<file path="config.mk">
export PLATFORM = sky130hd
export DESIGN_NAME = sram_1p_march_bist_ctrl_flat
export DESIGN_NICKNAME = d
export VERILOG_FILES = /design/src/rtl/sram_1p_march_bist_ctrl_pkg.sv /design/src/rtl/sram_1p_march_bist_ctrl_if.sv /design/src/rtl/sram_bist_march_seq.sv /design/src/rtl/sram_1p_march_bist_ctrl.sv /design/src/flat_wrapper.sv
export SDC_FILE = /design/constraint.sdc
export NUM_CORES = 1
export LEC_CHECK = 0
export BUFFER_PORTS_ARGS = -buffer_cell sky130_fd_sc_hd__buf_2
export CAP_MARGIN = 20
export CORE_MARGIN = 3
export CORE_UTILIZATION = 49
export CTS_BUF_LIST = sky130_fd_sc_hd__clkbuf_2
export DETAILED_ROUTE_END_ITERATION = 10
export PLACE_DENSITY = 0.79
export SYNTH_ARGS = -nofsm -noshare
export SYNTH_HDL_FRONTEND = slang
export SYNTH_SLANG_ARGS = --single-unit
export TNS_END_PERCENT = 20
</file>
<file path="constraint.sdc">
create_clock -name A_BIST_CLK -period 2.37 [get_ports A_BIST_CLK]
set_input_delay 0.474 -clock A_BIST_CLK [delete_from_list [all_inputs] [get_ports A_BIST_CLK]]
set_output_delay 0.474 -clock A_BIST_CLK [all_outputs]
set_load 0.005 [all_outputs]
</file>
<file path="src/rtl/sram_1p_march_bist_ctrl_pkg.sv">
// March C- BIST shared definitions: FSM states, the march table and helpers.
package sram_bist_pkg;

    typedef enum logic [1:0] {
        ST_IDLE  = 2'd0,
        ST_RUN   = 2'd1,
        ST_DRAIN = 2'd2,
        ST_DONE  = 2'd3
    } state_t;

    typedef struct packed {
        logic is_write;
        logic data;      // 0 -> all zeros word, 1 -> all ones word
    } march_op_t;

    localparam int C_NUM_ELEMS = 6;
    localparam logic [2:0] C_LAST_ELEM = 3'(C_NUM_ELEMS - 1);

    // March C-: E0 up(w0) E1 up(r0,w1) E2 up(r1,w0) E3 down(r0,w1) E4 down(r1,w0) E5 up(r0).
    // Index [elem] for the per-element tables, [elem][op] for the per-op tables.
    localparam logic [C_NUM_ELEMS-1:0] C_ELEM_DOWN    = 6'b011000;
    localparam logic [C_NUM_ELEMS-1:0] C_ELEM_TWO_OPS = 6'b011110;
    localparam logic [C_NUM_ELEMS-1:0][1:0] C_OP_IS_WRITE =
        {2'b00, 2'b10, 2'b10, 2'b10, 2'b10, 2'b01};
    localparam logic [C_NUM_ELEMS-1:0][1:0] C_OP_DATA =
        {2'b00, 2'b01, 2'b10, 2'b01, 2'b10, 2'b00};

    function automatic march_op_t march_op(input logic [2:0] elem, input logic op);
        march_op_t m;
        m.is_write = C_OP_IS_WRITE[elem][op];
        m.data     = C_OP_DATA[elem][op];
        return m;
    endfunction

    function automatic logic elem_is_down(input logic [2:0] elem);
        return C_ELEM_DOWN[elem];
    endfunction

    // Index of the final op inside an element (0 for single-op elements).
    function automatic logic elem_last_op(input logic [2:0] elem);
        return C_ELEM_TWO_OPS[elem];
    endfunction

endpackage

</file>
<file path="src/rtl/sram_1p_march_bist_ctrl_if.sv">
// Macro-side BIST port bundle between the controller (master) and the SRAM macro (slave).
// Protocol: A_BIST_MEN high marks an op cycle; with it exactly one of A_BIST_WEN /
// A_BIST_REN is high. A_DOUT is valid in the cycle after a REN op. There is no
// backpressure: the macro accepts one op every cycle.
interface sram_1p_march_bist_ctrl_if #(
    parameter int P_DATA_WIDTH = 32,
    parameter int P_ADDR_WIDTH = 10
);
    logic                    A_BIST_EN;
    logic                    A_BIST_MEN;
    logic                    A_BIST_WEN;
    logic                    A_BIST_REN;
    logic [P_ADDR_WIDTH-1:0] A_BIST_ADDR;
    logic [P_DATA_WIDTH-1:0] A_BIST_DIN;
    logic [P_DATA_WIDTH-1:0] A_BIST_BM;
    logic [P_DATA_WIDTH-1:0] A_DOUT;

    modport master (
        output A_BIST_EN, A_BIST_MEN, A_BIST_WEN, A_BIST_REN,
        output A_BIST_ADDR, A_BIST_DIN, A_BIST_BM,
        input  A_DOUT
    );

    modport slave (
        input  A_BIST_EN, A_BIST_MEN, A_BIST_WEN, A_BIST_REN,
        input  A_BIST_ADDR, A_BIST_DIN, A_BIST_BM,
        output A_DOUT
    );
endinterface

</file>
<file path="src/rtl/sram_bist_march_seq.sv">
// March position sequencer: holds {elem, op, addr} and steps it on each advance strobe.
// After the final op it wraps back to E0 op0 @0, ready for the next run.
module sram_bist_march_seq
    import sram_bist_pkg::*;
#(
    parameter int P_ADDR_WIDTH = 10
) (
    input  logic                    A_BIST_CLK,
    input  logic                    A_BIST_RST_N,
    input  logic                    advance,
    output logic [2:0]              elem,
    output logic                    op,
    output logic [P_ADDR_WIDTH-1:0] addr,
    output logic                    last_op
);
    localparam logic [P_ADDR_WIDTH-1:0] C_ADDR_MAX = '1;

    logic [2:0]              elem_q;
    logic                    op_q;
    logic [P_ADDR_WIDTH-1:0] addr_q;
    logic                    down;
    logic                    op_end;
    logic                    addr_end;

    // Decode where the current position sits inside its element and the whole march.
    always_comb begin
        down     = elem_is_down(elem_q);
        op_end   = (op_q == elem_last_op(elem_q));
        addr_end = down ? (addr_q == '0) : (addr_q == C_ADDR_MAX);
        last_op  = op_end && addr_end && (elem_q == C_LAST_ELEM);
    end

    // Step op, then address, then element; the next element starts at its own end address.
    always_ff @(posedge A_BIST_CLK or negedge A_BIST_RST_N) begin
        if (!A_BIST_RST_N) begin
            elem_q <= '0;
            op_q   <= 1'b0;
            addr_q <= '0;
        end else if (advance) begin
            if (!op_end) begin
                op_q <= 1'b1;
            end else begin
                op_q <= 1'b0;
                if (!addr_end) begin
                    addr_q <= down ? addr_q - P_ADDR_WIDTH'(1) : addr_q + P_ADDR_WIDTH'(1);
                end else if (elem_q == C_LAST_ELEM) begin
                    elem_q <= '0;
                    addr_q <= '0;
                end else begin
                    elem_q <= elem_q + 3'd1;
                    addr_q <= elem_is_down(elem_q + 3'd1) ? C_ADDR_MAX : '0;
                end
            end
        end
    end

    assign elem = elem_q;
    assign op   = op_q;
    assign addr = addr_q;
endmodule

</file>
<file path="src/rtl/sram_1p_march_bist_ctrl.sv">
// March C- BIST controller: FSM, registered macro-side outputs, 1-deep read compare
// pipe and first-fail / fail-count logging.
module sram_1p_march_bist_ctrl
    import sram_bist_pkg::*;
#(
    parameter int P_DATA_WIDTH = 32,
    parameter int P_ADDR_WIDTH = 10,
    parameter int P_FCNT_WIDTH = 8
) (
    input  logic                    A_BIST_CLK,
    input  logic                    A_BIST_RST_N,
    input  logic                    START,
    sram_1p_march_bist_ctrl_if.master bist,
    output logic                    BUSY,
    output logic                    DONE,
    output logic                    FAIL,
    output logic [P_ADDR_WIDTH-1:0] FAIL_ADDR,
    output logic [2:0]              FAIL_ELEM,
    output logic [P_DATA_WIDTH-1:0] FAIL_BITS,
    output logic [P_FCNT_WIDTH-1:0] FAIL_CNT,
    output state_t                  DBG_STATE
);
    state_t                  state_q, state_d;
    logic                    issue;
    logic                    start_clear;
    logic [2:0]              seq_elem;
    logic                    seq_op;
    logic [P_ADDR_WIDTH-1:0] seq_addr;
    logic                    seq_last;
    march_op_t               cur_op;

    logic                    men_q, wen_q, ren_q, data_q, last_q;
    logic [P_ADDR_WIDTH-1:0] addr_q;
    logic [P_DATA_WIDTH-1:0] din_q, bm_q;
    logic [2:0]              elem_q;

    logic                    pipe_vld_q, pipe_exp_q;
    logic [P_ADDR_WIDTH-1:0] pipe_addr_q;
    logic [2:0]              pipe_elem_q;
    logic [P_DATA_WIDTH-1:0] diff;
    logic                    miscmp;

    logic                    fail_q;
    logic [P_ADDR_WIDTH-1:0] fail_addr_q;
    logic [2:0]              fail_elem_q;
    logic [P_DATA_WIDTH-1:0] fail_bits_q;
    logic [P_FCNT_WIDTH-1:0] fail_cnt_q;

    sram_bist_march_seq #(.P_ADDR_WIDTH(P_ADDR_WIDTH)) u_seq (
        .A_BIST_CLK   (A_BIST_CLK),
        .A_BIST_RST_N (A_BIST_RST_N),
        .advance      (issue),
        .elem         (seq_elem),
        .op           (seq_op),
        .addr         (seq_addr),
        .last_op      (seq_last)
    );

    // State register.
    always_ff @(posedge A_BIST_CLK or negedge A_BIST_RST_N) begin
        if (!A_BIST_RST_N) state_q <= ST_IDLE;
        else               state_q <= state_d;
    end

    // Next state; an op is issued on the START edge and on every RUN edge until the last op is out.
    always_comb begin
        state_d     = state_q;
        issue       = 1'b0;
        start_clear = 1'b0;
        cur_op      = march_op(seq_elem, seq_op);
        unique case (state_q)
            ST_IDLE, ST_DONE: begin
                if (START) begin
                    state_d     = ST_RUN;
                    issue       = 1'b1;
                    start_clear = 1'b1;
                end
            end
            ST_RUN: begin
                if (last_q) state_d = ST_DRAIN;
                else        issue   = 1'b1;
            end
            ST_DRAIN: state_d = ST_DONE;
            default:  state_d = ST_IDLE;
        endcase
    end

    // Macro-side output registers; all zero outside op cycles.
    always_ff @(posedge A_BIST_CLK or negedge A_BIST_RST_N) begin
        if (!A_BIST_RST_N) begin
            men_q  <= 1'b0;
            wen_q  <= 1'b0;
            ren_q  <= 1'b0;
            data_q <= 1'b0;
            last_q <= 1'b0;
            addr_q <= '0;
            din_q  <= '0;
            bm_q   <= '0;
            elem_q <= '0;
        end else begin
            men_q  <= issue;
            wen_q  <= issue & cur_op.is_write;
            ren_q  <= issue & ~cur_op.is_write;
            data_q <= issue & cur_op.data;
            last_q <= issue & seq_last;
            addr_q <= issue ? seq_addr : '0;
            din_q  <= (issue & cur_op.is_write) ? {P_DATA_WIDTH{cur_op.data}} : '0;
            bm_q   <= (issue & cur_op.is_write) ? '1 : '0;
            elem_q <= issue ? seq_elem : '0;
        end
    end

    // Compare pipe: remembers what the read in flight should return.
    always_ff @(posedge A_BIST_CLK or negedge A_BIST_RST_N) begin
        if (!A_BIST_RST_N) begin
            pipe_vld_q  <= 1'b0;
            pipe_exp_q  <= 1'b0;
            pipe_addr_q <= '0;
            pipe_elem_q <= '0;
        end else begin
            pipe_vld_q  <= ren_q;
            pipe_exp_q  <= data_q;
            pipe_addr_q <= addr_q;
            pipe_elem_q <= elem_q;
        end
    end

    assign diff   = bist.A_DOUT ^ {P_DATA_WIDTH{pipe_exp_q}};
    assign miscmp = pipe_vld_q && (diff != '0);

    // Fail log: first-fail capture, sticky flag, saturating per-read counter; cleared on START.
    always_ff @(posedge A_BIST_CLK or negedge A_BIST_RST_N) begin
        if (!A_BIST_RST_N) begin
            fail_q      <= 1'b0;
            fail_addr_q <= '0;
            fail_elem_q <= '0;
            fail_bits_q <= '0;
            fail_cnt_q  <= '0;
        end else if (start_clear) begin
            fail_q      <= 1'b0;
            fail_addr_q <= '0;
            fail_elem_q <= '0;
            fail_bits_q <= '0;
            fail_cnt_q  <= '0;
        end else if (miscmp) begin
            if (!fail_q) begin
                fail_addr_q <= pipe_addr_q;
                fail_elem_q <= pipe_elem_q;
                fail_bits_q <= diff;
            end
            fail_q <= 1'b1;
            if (fail_cnt_q != '1) fail_cnt_q <= fail_cnt_q + P_FCNT_WIDTH'(1);
        end
    end

    assign bist.A_BIST_EN   = (state_q == ST_RUN) || (state_q == ST_DRAIN);
    assign bist.A_BIST_MEN  = men_q;
    assign bist.A_BIST_WEN  = wen_q;
    assign bist.A_BIST_REN  = ren_q;
    assign bist.A_BIST_ADDR = addr_q;
    assign bist.A_BIST_DIN  = din_q;
    assign bist.A_BIST_BM   = bm_q;

    assign BUSY      = (state_q == ST_RUN) || (state_q == ST_DRAIN);
    assign DONE      = (state_q == ST_DONE);
    assign FAIL      = fail_q;
    assign FAIL_ADDR = fail_addr_q;
    assign FAIL_ELEM = fail_elem_q;
    assign FAIL_BITS = fail_bits_q;
    assign FAIL_CNT  = fail_cnt_q;
    assign DBG_STATE = state_q;
endmodule

</file>
<file path="src/flat_wrapper.sv">
// flat-port wrapper written by rule: the top's interface ports become plain ports
module sram_1p_march_bist_ctrl_flat import sram_bist_pkg::*;
#(
    parameter int P_DATA_WIDTH = 32,
    parameter int P_ADDR_WIDTH = 10,
    parameter int P_FCNT_WIDTH = 8
)
  (A_BIST_CLK, A_BIST_RST_N, START, BUSY, DONE, FAIL, FAIL_ADDR, FAIL_ELEM, FAIL_BITS, FAIL_CNT, DBG_STATE, bist_A_BIST_EN, bist_A_BIST_MEN, bist_A_BIST_WEN, bist_A_BIST_REN, bist_A_BIST_ADDR, bist_A_BIST_DIN, bist_A_BIST_BM, bist_A_DOUT);
  sram_1p_march_bist_ctrl_if #(.P_DATA_WIDTH(P_DATA_WIDTH), .P_ADDR_WIDTH(P_ADDR_WIDTH)) bist_i ();
  input  logic A_BIST_CLK;
  input  logic A_BIST_RST_N;
  input  logic START;
  output logic BUSY;
  output logic DONE;
  output logic FAIL;
  output logic [P_ADDR_WIDTH-1:0] FAIL_ADDR;
  output logic [2:0] FAIL_ELEM;
  output logic [P_DATA_WIDTH-1:0] FAIL_BITS;
  output logic [P_FCNT_WIDTH-1:0] FAIL_CNT;
  output state_t DBG_STATE;
  output wire logic [$bits(bist_i.A_BIST_EN)-1:0] bist_A_BIST_EN;
  output wire logic [$bits(bist_i.A_BIST_MEN)-1:0] bist_A_BIST_MEN;
  output wire logic [$bits(bist_i.A_BIST_WEN)-1:0] bist_A_BIST_WEN;
  output wire logic [$bits(bist_i.A_BIST_REN)-1:0] bist_A_BIST_REN;
  output wire logic [$bits(bist_i.A_BIST_ADDR)-1:0] bist_A_BIST_ADDR;
  output wire logic [$bits(bist_i.A_BIST_DIN)-1:0] bist_A_BIST_DIN;
  output wire logic [$bits(bist_i.A_BIST_BM)-1:0] bist_A_BIST_BM;
  input wire logic [$bits(bist_i.A_DOUT)-1:0] bist_A_DOUT;
  assign bist_A_BIST_EN = bist_i.A_BIST_EN;
  assign bist_A_BIST_MEN = bist_i.A_BIST_MEN;
  assign bist_A_BIST_WEN = bist_i.A_BIST_WEN;
  assign bist_A_BIST_REN = bist_i.A_BIST_REN;
  assign bist_A_BIST_ADDR = bist_i.A_BIST_ADDR;
  assign bist_A_BIST_DIN = bist_i.A_BIST_DIN;
  assign bist_A_BIST_BM = bist_i.A_BIST_BM;
  assign bist_i.A_DOUT = bist_A_DOUT;
  sram_1p_march_bist_ctrl #(.P_DATA_WIDTH(P_DATA_WIDTH), .P_ADDR_WIDTH(P_ADDR_WIDTH), .P_FCNT_WIDTH(P_FCNT_WIDTH)) u_core (.A_BIST_CLK(A_BIST_CLK), .A_BIST_RST_N(A_BIST_RST_N), .START(START), .bist(bist_i), .BUSY(BUSY), .DONE(DONE), .FAIL(FAIL), .FAIL_ADDR(FAIL_ADDR), .FAIL_ELEM(FAIL_ELEM), .FAIL_BITS(FAIL_BITS), .FAIL_CNT(FAIL_CNT), .DBG_STATE(DBG_STATE));
endmodule
</file>
Word-level counts from Yosys, hierarchy flattened
Memory sizes are Yosys's and may differ from the RTL's.
Cells that the tools add are included.
- $add $sub $neg: 4
- magnitude comparators: 3
- equal/unequal tests: 10
- muxes and demuxes: 41
- bitwise operators: 6
- reduce and logical (&&, ||, !) cells: 15
- operators with widths (operator ; count):
    32-bit 2-to-1 mux ; 5
    10-bit 2-to-1 mux ; 8
    32-bit nonzero test ; 1
    32-bit bitwise XOR ; 1
    8-bit 2-to-1 mux ; 3
    3-bit 2-to-1 mux ; 5
    1-bit 2-to-1 mux ; 14
    10-bit by 1-bit adder with 10-bit output (second input constant) ; 1
    10-bit == test (second input constant) ; 1
    10-bit zero test ; 1
    10-bit by 1-bit subtractor with 10-bit output (second input constant) ; 1
    8-bit by 1-bit adder with 8-bit output (second input constant) ; 1
    3-bit by 4-bit less-than comparator with 1-bit output (second input constant) ; 2
    2-bit 2-to-1 mux ; 4
    8-bit inequality test (second input constant) ; 1
    2-bit AND reduction ; 4
    2-bit one-hot mux with 3 select lines ; 1
    1-bit AND ; 4
    2-bit == test (second input constant) ; 2
    2-bit by 1-bit inequality test with 1-bit output (second input constant) ; 2
    2-bit nonzero test ; 2
    3-bit by 1-bit adder with 3-bit output (second input constant) ; 1
    3-bit == test (second input constant) ; 1
    1-bit logical AND ; 3
    other kinds (10) ; 10
- register bits: 167
- memory bits (read-only): 56
- input bits: 35
- output and inout port bits: 136
- logic and storage cells: 106
- memories kept: 5
- memories (memory ; depth ; bits a word ; rd ports ; clocked after memory_dff ; write ports ; line ; text):
    (no name shown) ; 8 ; 2 ; 1 ; 0 ; 0 ; sram_1p_march_bist_ctrl_pkg.sv:30 ; m.is_write = C_OP_IS_WRITE[elem][op];
    (no name shown) ; 8 ; 2 ; 1 ; 0 ; 0 ; sram_1p_march_bist_ctrl_pkg.sv:31 ; m.data = C_OP_DATA[elem][op];
    (no name shown) ; 8 ; 1 ; 1 ; 0 ; 0 ; sram_1p_march_bist_ctrl_pkg.sv:36 ; return C_ELEM_DOWN[elem];
    (no name shown) ; 8 ; 1 ; 1 ; 0 ; 0 ; sram_1p_march_bist_ctrl_pkg.sv:41 ; return C_ELEM_TWO_OPS[elem];
    (no name shown) ; 8 ; 1 ; 1 ; 0 ; 0 ; sram_1p_march_bist_ctrl_pkg.sv:36 ;

Longest topological paths before layout
- word-level depth: 6
- mapped depth: 12

By module
Synthesis repeated with hierarchy kept, for this count alone.
- cell total of the unflattened synthesis: 564
- area, all modules: 5743.0 sq um
- by module, submodules not included (module ; times used ; cells each ; area each (sq um)):
    sram_1p_march_bist_ctrl ; 1 ; 423 ; 4529.3
    sram_bist_march_seq ; 1 ; 141 ; 1213.7

Worst setup path after synthesis
No wires, ideal clock.
- kind: flip-flop to flip-flop
- start point: reg u_core.u_seq.elem_q[2] (netlist: u_core.u_seq.elem[2])
- end point: reg u_core.u_seq.addr_q[7] (netlist: u_core.u_seq.addr[7])
- data arrival time: 2494 ps
- setup slack: -219 ps
- stages on the path, launching flop included: 12
- buffers on the path: 2
- cells stage by stage: dfrtp_1 buf_2 and3b_1 or2_1 buf_2 ha_1 a211oi_1 o21ai_0 a2111oi_0 nor3_1 xnor2_1 o31ai_1
- cells in the longest elaborated chain, start to end: 6
- RTL lines (item ; line ; text):
    from (decl) ; sram_bist_march_seq.sv:18 ; logic [2:0] elem_q;
    from (signal assigned) ; sram_bist_march_seq.sv:50 ; elem_q <= elem_q + 3'd1;
    3-bit by 1-bit adder with 3-bit output ; sram_bist_march_seq.sv:51 ; addr_q <= elem_is_down(elem_q + 3'd1) ? C_ADDR_MAX : '0;
    memory 8 x 1 bit ; n/a ;
    1-bit 2-to-1 mux (implied by the code) ; sram_1p_march_bist_ctrl_pkg.sv:36 ;
    10-bit 2-to-1 mux ; sram_bist_march_seq.sv:51 ;
    10-bit 2-to-1 mux ; sram_bist_march_seq.sv:46 ; end else if (elem_q == C_LAST_ELEM) begin
    10-bit 2-to-1 mux ; sram_bist_march_seq.sv:44 ; if (!addr_end) begin
    to (signal assigned) ; sram_bist_march_seq.sv:45 ; addr_q <= down ? addr_q - P_ADDR_WIDTH'(1) : addr_q + P_ADDR_WIDTH'(1);
    to (signal assigned) ; sram_bist_march_seq.sv:51 ;
    to (decl) ; sram_bist_march_seq.sv:20 ; logic [P_ADDR_WIDTH-1:0] addr_q;
Several ways; a longest one is shown, not always the timed one. The select of a mux whose other input is x is not followed.
A chain may end at the register's enable or synchronous reset.

Final worst setup path
Same ends and word-level chain as after synthesis.

==> impl_metrics.prom <==
# TYPE chip_impl_metric gauge
chip_impl_metric{name="fp.dieH",unit="um"} 114
chip_impl_metric{name="rr_worst_depth",unit=""} 10
chip_impl_metric{name="min_path_cells",unit=""} 3
chip_impl_metric{name="full_die_area",unit="sq mm"} 0.0130
chip_impl_info{name="synth-main-ff-cell",value="sky130_fd_sc_hd__dfrtp_1"} 1
chip_impl_metric{name="synth_simple_gate_area_frac",unit=""} 0.156
chip_impl_metric{name="fraction_of_layout_cells_with_a_size_suffix_above_1",unit=""} 0.496
chip_impl_metric{name="fp-row-count",unit=""} 38
chip_impl_metric{name="clock_insertion_delay_worst_skew",unit="ps"} 550
chip_impl_metric{name="drt.antenna.violating_nets",unit=""} 0
chip_impl_metric{name="fmaxAchievable",unit="MHz"} 402
chip_impl_metric{name="drtIter0Drc",unit=""} 432
chip_impl_info{name="cts_tree",value="yes"} 1
chip_impl_metric{name="static-leakage-power",unit="uW"} 0.00342
chip_impl_metric{name="clk_pin_slew_worst_paths",unit="ps"} 260
chip_impl_metric{name="max_slew.worst_pin.slew",unit="ps"} 678
chip_impl_metric{name="buffer_ports.inserted",unit=""} 170
chip_impl_info{name="violations",value="negative setup slack"} 1
chip_impl_metric{name="global_route_wire_length_before_repair",unit="um"} 22200
chip_impl_metric{name="share_of_cell_area_taken_by_muxes_after_synthesis",unit=""} 0.0213
chip_impl_info{name="run_status",value="finished with violations"} 1
chip_impl_metric{name="clock-skew-final",unit="ps"} 22.0
chip_impl_metric{name="cts_h_tree_lvls",unit=""} 3
chip_impl_metric{name="synth_cell_type_count",unit=""} 54
chip_impl_metric{name="synth_enable_flop_cells",unit=""} 0
chip_impl_metric{name="fin_hold_viols",unit=""} 0
chip_impl_metric{name="worst_ir_drop_vdd",unit="V"} 0.000668
chip_impl_info{name="path_cells",value="and3b_2 -> or2_4 -> buf_12 -> ha_4 -> a211oi_4 -> o21ai_2 -> a2111oi_4 -> nor3_2 -> xnor2_1 -> o31ai_1"} 1
chip_impl_metric{name="final_max_slew_viol_count",unit=""} 0
chip_impl_info{name="setup.worst_path.class",value="register to register"} 1
chip_impl_metric{name="cp_data_arrival_time",unit="ps"} 2970
chip_impl_metric{name="hpwl",unit="um"} 9990
chip_impl_metric{name="max_slew_headroom",unit=""} 0.548
chip_impl_metric{name="floorplan.die.width",unit="um"} 114
chip_impl_metric{name="yosys.area_share.xor_xnor",unit=""} 0.0615
chip_impl_metric{name="synth.net_count",unit=""} 604
chip_impl_metric{name="route.detailed.wl_per_inst",unit="um"} 17.1
chip_impl_info{name="critical-path-slowest-cell",value="sky130_fd_sc_hd__dfrtp_1"} 1
chip_impl_metric{name="syn-mean-instance-area",unit="sq um"} 10.2
chip_impl_metric{name="cts.sink_count",unit=""} 104
chip_impl_metric{name="critPathMaxStageDelay",unit="ps"} 430
chip_impl_metric{name="num_vias",unit=""} 4599
chip_impl_metric{name="drtPass1Iterations",unit=""} 7
chip_impl_metric{name="timing.max_cap.violations",unit=""} 0
chip_impl_metric{name="powerDensity",unit="mW/mm^2"} 786
chip_impl_metric{name="fillers",unit=""} 885
chip_impl_info{name="worst_setup_path_end_kind",value="register"} 1
chip_impl_metric{name="place.detailed.instances",unit=""} 814
chip_impl_metric{name="total_buffers_and_inverters_traversed_by_the_critical_path",unit=""} 1
chip_impl_metric{name="number_of_storage_elements_in_the_synthesis_netlist",unit=""} 104
chip_impl_metric{name="total_power",unit="uW"} 5590
chip_impl_metric{name="total_of_warnings_raised_by_yosys",unit=""} 0
chip_impl_metric{name="route.detailed.vias_per_inst",unit=""} 5.45
chip_impl_info{name="crit_path_start_kind",value="register"} 1
chip_impl_info{name="synth.top_cells.by_count",value="sky130_fd_sc_hd__dfrtp_1 (104), sky130_fd_sc_hd__buf_4 (64), sky130_fd_sc_hd__nor2_1 (50)"} 1
chip_impl_info{name="hold-path-endpoint",value="u_core.FAIL_BITS[25]$_DFFE_PN0P_"} 1
chip_impl_metric{name="setup_ws",unit="ps"} -115
chip_impl_metric{name="fin_nets",unit=""} 747
chip_impl_metric{name="total_cts_buffers",unit=""} 9
chip_impl_info{name="min_from",value="bist_A_DOUT[25]"} 1
chip_impl_metric{name="grt_overflow",unit=""} 0
chip_impl_metric{name="antenna_found_initial",unit=""} 0
chip_impl_metric{name="synthesis.area",unit="sq mm"} 0.00569
chip_impl_metric{name="postSynth.asyncResetShare",unit=""} 1.00
chip_impl_info{name="timing.critical_path.max_delay_family",value="compound AO/OA/AOI/OAI gates"} 1
chip_impl_info{name="cts-root-buf",value="sky130_fd_sc_hd__clkbuf_2"} 1
chip_impl_info{name="type_of_the_most_critical_hold_path",value="input port to register"} 1
chip_impl_info{name="yosys.cell_count.top_type",value="sky130_fd_sc_hd__dfrtp_1"} 1
chip_impl_metric{name="routed_wl",unit="um"} 14400
chip_impl_metric{name="grt_start_max_net_pins",unit=""} 46
chip_impl_metric{name="netlist.area_leader.share",unit=""} 0.457
chip_impl_metric{name="final_core_utilization",unit=""} 0.642
chip_impl_metric{name="worstPathMaxFanout",unit=""} 7
chip_impl_metric{name="boundaryPins",unit=""} 171
chip_impl_info{name="grt_setup_unrepaired",value="yes"} 1
chip_impl_metric{name="share_of_the_synthesized_area_in_compound_gates_ao_oa_aoi_oai",unit=""} 0.152
chip_impl_metric{name="finalSetupViolCount",unit=""} 14
chip_impl_metric{name="period_needed",unit="ps"} 2490
chip_impl_metric{name="critPathRequiredTime",unit="ps"} 2850
chip_impl_metric{name="global_route_usage_sum",unit=""} 0.211
chip_impl_metric{name="syn_to_final_growth",unit="%"} 24.9
chip_impl_info{name="r2r_end",value="u_core.u_seq.addr[7]$_DFFE_PN0P_"} 1
chip_impl_info{name="synth_area_leader_cell",value="sky130_fd_sc_hd__dfrtp_1"} 1
chip_impl_info{name="reg_to_reg_startpoint",value="u_core.u_seq.elem[2]$_DFFE_PN0P_"} 1
chip_impl_metric{name="regToRegSetupSlack",unit="ps"} -120
chip_impl_info{name="ys_top_cells_by_area",value="sky130_fd_sc_hd__dfrtp_1 (46%), sky130_fd_sc_hd__buf_4 (8.4%), sky130_fd_sc_hd__a211oi_2 (7.0%), sky130_fd_sc_hd__xnor2_1 (5.8%), sky130_fd_sc_hd__nor2_1 (3.3%)"} 1
chip_impl_metric{name="place_worst_setup_slack",unit="ps"} -149
chip_impl_info{name="synth_top_family_by_area",value="simple AND/OR/NAND/NOR gates"} 1
chip_impl_metric{name="tcrit_tclk_final",unit=""} 1.05
chip_impl_metric{name="cts.path.max_buffers",unit=""} 2
chip_impl_metric{name="core-area",unit="sq mm"} 0.0111
chip_impl_metric{name="synth_adder_area_share",unit=""} 0.0299
chip_impl_metric{name="initial_core_util",unit=""} 0.514
chip_impl_metric{name="final_cell_count_no_fill",unit=""} 844
chip_impl_metric{name="via_count_of_the_first_global_routing_pass",unit=""} 4490
chip_impl_metric{name="synth.yosys.seq_area_share",unit=""} 0.457
chip_impl_metric{name="drc_errors",unit=""} 0
chip_impl_metric{name="num_antenna_cells",unit=""} 0
chip_impl_metric{name="place_congestion",unit=""} 0.909
chip_impl_metric{name="synthesis.instances",unit=""} 556
## routing by layer
layer / track usage / part of all wire / vias to the layer above
met1: 0.268 / 0.39 / 2228
met4: 0.0887 / 0.022 / 0
met5: 0 / 0 / -
met2: 0.360 / 0.51 / 175
met3: 0.0340 / 0.071 / 29
li1: - / - / 2167
## repair_timing
action | in CTS | in global routing
hold buffers | 1 | 0
buffers inserted | 5 | 3
pin swaps | 12 | 12
gates resized for setup | 15 | 66
gates cloned | 1 | 4
endpoints found under the setup margin | 6 | 56
hold endpoints to repair | 26 | 0
## registers in the layout, summed over array words and instances (netlist names), 2 cells and up
signal                   cells
u_core.FAIL_BITS            32
u_core.FAIL_ADDR            10
u_core.bist.A_BIST_ADDR     10
u_core.pipe_addr_q          10
u_core.u_seq.addr           10
u_core.FAIL_CNT              8
u_core.FAIL_ELEM             3
u_core.elem_q                3
u_core.pipe_elem_q           3
u_core.u_seq.elem            3
u_core.DBG_STATE             2
## cell type report
cell class	instances	area, sq um	area share
clock buffers	10	50.0	0.00704
clock inverters	6	60.1	0.00845
inverters	12	45.0	0.00633
multi-input cells	345	2770	0.389
flip-flops and latches	104	2600	0.366
well taps	140	175	0.0246
repair buffers	227	1410	0.198
## per-stage QoR
stage | hold slack, ps | setup TNS [ps] | instance area [sq um]
floorplan | 178 | -9.47 | 5750
global placement | 335 | -35.9 | 6520
detailed placement | 342 | -342 | 6520
CTS | 178 | -128 | 6780
global route | 175 | -3110 | 7110
finish | 216 | -362 | 7110
## cell families (layout without fill, tap and decap cells)
logic type      after synthesis  count (layout)
xor+xnor                     40              40
flops                       104             104
fa+ha+maj                    13              13
mux                          12              12
compound gates              105             106
buf+inv                     108             255
simple gates                174             174
## worst max-delay path by stage
stage	start	to	cells after the start
final	u_core.u_seq.elem[2]$_DFFE_PN0P_	u_core.u_seq.addr[7]$_DFFE_PN0P_	10
after global routing	u_core.u_seq.elem[2]$_DFFE_PN0P_	u_core.u_seq.addr[7]$_DFFE_PN0P_	10
after CTS	u_core.u_seq.elem[2]$_DFFE_PN0P_	u_core.u_seq.addr[7]$_DFFE_PN0P_	10
after detailed placement	u_core.u_seq.elem[2]$_DFFE_PN0P_	u_core.u_seq.addr[7]$_DFFE_PN0P_	10
after global placement	u_core.u_seq.elem[0]$_DFFE_PN0P_	u_core.u_seq.addr[7]$_DFFE_PN0P_	10
after floorplan	u_core.u_seq.elem[2]$_DFFE_PN0P_	u_core.u_seq.addr[9]$_DFFE_PN0P_	11
## cell usage in the layout, fill, tap and decap left out, types with 4 or more instances in the layout
cell                       netlist  final
sky130_fd_sc_hd__a211oi_2       32     32
sky130_fd_sc_hd__nand2_1        26     26
sky130_fd_sc_hd__ha_4            0      7
sky130_fd_sc_hd__inv_1          11     11
sky130_fd_sc_hd__clkbuf_2        0     10
sky130_fd_sc_hd__a21oi_2         0      5
sky130_fd_sc_hd__o21ai_1        13     13
sky130_fd_sc_hd__buf_12          0      6
sky130_fd_sc_hd__ha_1           12      5
sky130_fd_sc_hd__and3_1          7      6
sky130_fd_sc_hd__and2_1         17     16
sky130_fd_sc_hd__o21ai_0        16     13
sky130_fd_sc_hd__mux2i_1        11     11
sky130_fd_sc_hd__nor3_1         10      8
sky130_fd_sc_hd__nand3_1        21     13
sky130_fd_sc_hd__buf_2          12    169
sky130_fd_sc_hd__a21oi_1        17     12
sky130_fd_sc_hd__buf_6           5      4
sky130_fd_sc_hd__dfrtp_1       104    103
sky130_fd_sc_hd__nand3_2         0      8
sky130_fd_sc_hd__nand4_1        12     12
sky130_fd_sc_hd__nor2_2          2     25
sky130_fd_sc_hd__or3_1           4      4
sky130_fd_sc_hd__or4_1           8      8
sky130_fd_sc_hd__buf_4          64     45
sky130_fd_sc_hd__xnor2_1        38     37
sky130_fd_sc_hd__nor2_1         50     24
## report_power, final
part / switching (uW) / leakage (uW) / internal (uW)
registers: 298 / 0.00135 / 2150
logic: 1250 / 0.00200 / 1080
clock network: 563 / 0.0000710 / 244
## tightest hold or removal path, cell delays in order
cell and delay (ps):
sky130_fd_sc_hd__buf_2 110, sky130_fd_sc_hd__xnor2_1 130, sky130_fd_sc_hd__a211oi_2 70
No activity file was read; power rests on OpenSTA's default activity.
